## src/rtl/program_loader.sv

```systemverilog
// Loads a program word-by-word into CPU memory, then releases the CPU.
// Optional LOADER_CHECKSUM_EN adds a running mod-256 sum of the written words.
module program_loader (
  input  logic       clk,
  input  logic       clr,
  input  logic       start,
  input  logic       in_valid,
  input  logic [7:0] in_word,
  output logic       in_ready,
  output logic [4:0] mem_addr,
  output logic [7:0] mem_data,
  output logic       mem_wr,
  output logic       busy,
  output logic       cpu_run,
  output logic       err,
  output logic [7:0] checksum
);

  localparam logic [2:0] OP_HLT   = 3'd4;
  localparam logic [4:0] LAST_ADR = 5'd31;

  typedef enum logic [2:0] {IDLE, LOAD, WRITE, DONE, ERR} state_t;

  state_t     state, state_nxt;
  logic [4:0] cnt;
  logic       accept;
  logic       restart;
  logic       is_hlt;

  assign accept  = (state == LOAD) && in_valid;
  assign restart = start && ((state == IDLE) || (state == DONE) || (state == ERR));
  // mem_data holds the latched word throughout WRITE, so decode HLT from it
  assign is_hlt  = (mem_data[7:5] == OP_HLT);

  always_ff @(posedge clk or posedge clr) begin
    if (clr) state <= IDLE;
    else     state <= state_nxt;
  end

  always_comb begin
    state_nxt = state;
    in_ready  = 1'b0;
    mem_wr    = 1'b0;
    busy      = 1'b0;
    cpu_run   = 1'b0;
    err       = 1'b0;
    case (state)
      IDLE:  if (start) state_nxt = LOAD;
      LOAD: begin
        in_ready = 1'b1;
        busy     = 1'b1;
        if (in_valid) state_nxt = WRITE;
      end
      WRITE: begin
        mem_wr = 1'b1;
        busy   = 1'b1;
        if (is_hlt)                state_nxt = DONE;
        else if (cnt == LAST_ADR)  state_nxt = ERR;
        else                       state_nxt = LOAD;
      end
      DONE: begin
        cpu_run = 1'b1;
        if (start) state_nxt = LOAD;
      end
      ERR: begin
        err = 1'b1;
        if (start) state_nxt = LOAD;
      end
      default: state_nxt = IDLE;
    endcase
  end

  // Address/data are captured at acceptance so they stay frozen outside WRITE
  always_ff @(posedge clk or posedge clr) begin
    if (clr) begin
      cnt      <= '0;
      mem_addr <= '0;
      mem_data <= '0;
    end else if (restart) begin
      cnt <= '0;
    end else if (accept) begin
      mem_addr <= cnt;
      mem_data <= in_word;
    end else if ((state == WRITE) && !is_hlt && (cnt != LAST_ADR)) begin
      cnt <= cnt + 5'd1;
    end
  end

`ifdef LOADER_CHECKSUM_EN
  logic [7:0] sum;

  always_ff @(posedge clk or posedge clr) begin
    if (clr)                 sum <= '0;
    else if (restart)        sum <= '0;
    else if (state == WRITE) sum <= sum + mem_data;
  end

  assign checksum = sum;
`else
  assign checksum = 8'h00;
`endif

endmodule
```

## config.mk

```make
export PLATFORM = sky130hd
export DESIGN_NAME = program_loader
export DESIGN_NICKNAME = d
export VERILOG_FILES = /design/src/rtl/program_loader.sv
export SDC_FILE = /design/constraint.sdc
export NUM_CORES = 1
export LEC_CHECK = 0
export ABC_AREA = 1
export CORE_MARGIN = 8
export CORE_UTILIZATION = 25
export CTS_CLUSTER_DIAMETER = 100
export DETAILED_ROUTE_END_ITERATION = 10
export GPL_ROUTABILITY_DRIVEN = 0
export SLEW_MARGIN = 10
export SYNTH_ARGS = -nofsm -noshare
export SYNTH_HDL_FRONTEND = slang
export SYNTH_SLANG_ARGS = --single-unit
```

## constraint.sdc

```tcl
create_clock -name clk -period 2.8 [get_ports clk]
set_clock_uncertainty 0.2 [all_clocks]
set_input_delay 0.28 -clock clk [delete_from_list [all_inputs] [get_ports clk]]
set_output_delay 0.28 -clock clk [all_outputs]
set_load 0.02 [all_outputs]
```

==> results.py <==
metrics = {
    "outcome": {
        "status": "complete, no violations",
    },
    "clocking": {
        "root_buffer": "clkbuf_8",
        "worstSkewPairLatency_ns": 0.26,
        "cts_setup_buffers": 0,
        "hold_buffers": 0,
        "htree_levels": 1,
        "cts_tree": "done",
        "ctsResizeCount": 0,
        "clock_sink_count": 21,
        "clkSlewWorstSetupHoldPaths_ns": 0.08,
        "cts_inserted_buffers": 3,
        "clk_path_buf_depth": 2,
    },
    "synthesis": {
        "yosysTopAreaCell": "dfrtp_1",
        "synth_top_family_by_area": "simple AND/OR/NAND/NOR gates",
        "yosysSeqAreaShare_pct": 48.8,
        "synth_compound_area_share_pct": 3.25,
        "synth_xor_area_share_pct": 1.63,
        "synthesis.area_um2": 1080,
        "ys_ff_latch": 21,
        "synth_top_area_share_pct": 48.8,
        "synth_mux_area_share_pct": 0,
        "synthAdderAreaFrac_pct": 2.32,
        "synthSimpleGateAreaFrac_pct": 31.5,
        "yosysUniqueCellTypes": 19,
        "yosys-top-cells-area": "dfrtp_1 (49%), nand2_1 (16%), nand3_1 (9.8%)",
        "postSynthAreaPerCell_um2": 7.98,
        "postSynthCellCount": 135,
        "ys_warn_count": 0,
    },
    "placed_design": {
        "io_buffer_count": 29,
        "post-dp-hpwl_mm": 1.87,
    },
    "setup_path": {
        "criticalPathCategory": "reg2out",
        "cp_max_fo": 14,
        "start_kind": "register",
        "r2r-start": "cnt[0]$_DFFE_PP0P_",
        "crit_start": "state[1]$_DFFE_PP0P_",
        "cp.required_ns": 2.32,
        "end_kind": "primary output",
        "cp.arrival_ns": 1.72,
    },
    "timing": {
        "hold_viol": 0,
        "rsz0062_at_grt": "no",
        "setup_viol": 0,
        "period_share_pct": 78.7,
        "slew_headroom_pct": 45.9,
        "tightest_slew_ns": 0.810,
        "final.min_clock_period_ns": 2.20,
        "max_freq_ghz": 0.454,
        "drv_slew": 0,
        "tns_ns": 0,
    },
    "pwr": {
        "p_int_mw": 0.772,
        "p_seq_share_pct": 35.4,
        "ir_drop_uv": 253,
        "p_switching_mw": 0.573,
        "p_per_area_nw_per_um2": 946,
        "power_leakage_nw": 0.712,
        "p_comb_share_pct": 49.7,
        "swShare_pct": 42.6,
        "clockPowerShare_pct": 14.9,
    },
    "global_routing": {
        "grt_max_degree": 22,
        "grt_overflow": 0,
        "grt_pass1_wl_mm": 3.93,
        "grt.total_usage_pct": 7.47,
        "antenna_found_initial": 0,
        "grt_pass1_vias": 862,
    },
    "floorplan": {
        "core.rowCount": 24,
        "start_util_pct": 25.3,
        "ios": 38,
        "dieArea_um2": 6670,
        "die_width_um": 81.6,
        "chipHeight_um": 81.6,
        "core_area_um2": 4260,
    },
    "finish": {
        "ff_latch_area_um2": 526,
        "layout_commonest_cell": "nand2_1",
        "drive_gt1_share_pct": 6.10,
        "multi_input_area_um2": 447,
        "fin_util_pct": 33.4,
        "final_cell_mix": "nand2_1 (46), clkdlybuf4s50_1 (29), nand3_1 (21), dfrtp_1 (21), inv_1 (11)",
        "area_delta_synth_final_pct": 32.1,
        "nNetsFinal": 179,
        "antenna_cells": 0,
        "nFillCells": 458,
    },
    "detailed_routing": {
        "initialDrtViolationCount": 84,
        "wl_per_cell_um": 11.4,
        "drc_errors": 0,
        "via_count": 928,
        "viasPerCell": 4.30,
        "first_pass_iters": 4,
        "wl_mm": 2.46,
        "ant_nets": 0,
    },
    "hold_path": {
        "hold_path_class": "in2async",
    },
    "run": {
        "max_cap_violations": 0,
    },
}
==> kinds of logic after synthesis <==
kind of cell / after synthesis
compound gates: 7
other cells: 1
xor+xnor: 2
simple gates: 78
fa+ha+maj: 2
buf+inv: 24
flops: 21
==> path summary, 6_finish.rpt <==
check / slack (ns) / to / cells after the start
worst max-delay path: 0.60 / in_ready / 4
worst min-delay path: 0.27 / mem_data[7]$_DFFE_PP0P_ / 2
worst max register to register: 1.15 / cnt[3]$_DFFE_PP0P_ / 8
worst min register to register: 0.28 / mem_data[1]$_DFFE_PP0P_ / 2
max in group asynchronous: 1.63 / mem_data[1]$_DFFE_PP0P_ / 2
min in group clk: 0.28 / mem_data[1]$_DFFE_PP0P_ / 2
==> worst max-delay path, stage by stage (launching register included) <==
cell	delay (ns)
dfrtp_1	0.42
inv_1	0.08
nand3_2	0.10
inv_2	0.20
clkdlybuf4s50_1	0.65
==> synthesized netlist by cell type <==
| cell type | count |
|---|---|
| nand2_1 | 46 |
| buf_6 | 1 |
| conb_1 | 1 |
| nand3_1 | 21 |
| o21ai_0 | 6 |
| ha_1 | 2 |
| buf_4 | 9 |
| inv_1 | 11 |
| nand2_2 | 1 |
| nand3_2 | 2 |
| inv_2 | 2 |
| xor2_1 | 1 |
| nand4_1 | 1 |
| xnor2_1 | 1 |
| nor2_1 | 6 |
| a21oi_1 | 1 |
| clkbuf_1 | 1 |
| nor2_2 | 1 |
| dfrtp_1 | 21 |
==> stage by stage <==
step / cell area (um^2) / setup slack, ns / total power, mW / cells / hold WS, ns
final: 1420 / 0.595 / 1.35 / 216 / 0.275
after global routing: 1420 / 0.499 / 1.45 / 216 / 0.316
after CTS: 1420 / 0.573 / 1.37 / 216 / 0.283
after detailed placement: 1380 / 0.872 / 1.16 / 212 / 0.263
after global placement: 1380 / 0.900 / 1.16 / 212 / 0.260
after floorplan: 1100 / 1.25 / 0.903 / 142 / 0.0565
==> area by class of cell <==
cell class / count / share of cell area, %
Multi-Input combinational cell: 97 / 31.4
Timing Repair Buffer: 29 / 20.4
Inverter: 13 / 3.43
Tap cell: 52 / 4.57
Clock inverter: 1 / 0.352
Sequential cell: 21 / 36.9
Clock buffer: 3 / 2.90
==> state kept, by name, indices dropped and copies added (netlist names) <==
register and flops:
state 3, mem_data 8, mem_addr 5, cnt 5
==> layer usage <==
layer  up-vias  wire length (um)  global-route usage, %  share of wire, %
met5         -                 0                      0                 0
met4         0                28                   2.11               1.1
met3         4               251                   3.72                10
met2        35              1050                   11.8                43
met1       417              1130                   8.81                46
li1        472                 -                      -                 -
==> power by group through the flow <==
stage / clock [mW] / combinational, mW / sequential, mW
after detailed placement: 0 / 0.678 / 0.483
after global routing: 0.221 / 0.736 / 0.494
after floorplan: 0 / 0.349 / 0.554
after CTS: 0.209 / 0.680 / 0.478
final: 0.201 / 0.668 / 0.476
after global placement: 0 / 0.674 / 0.484
No activity file was read; power rests on OpenSTA's default activity.
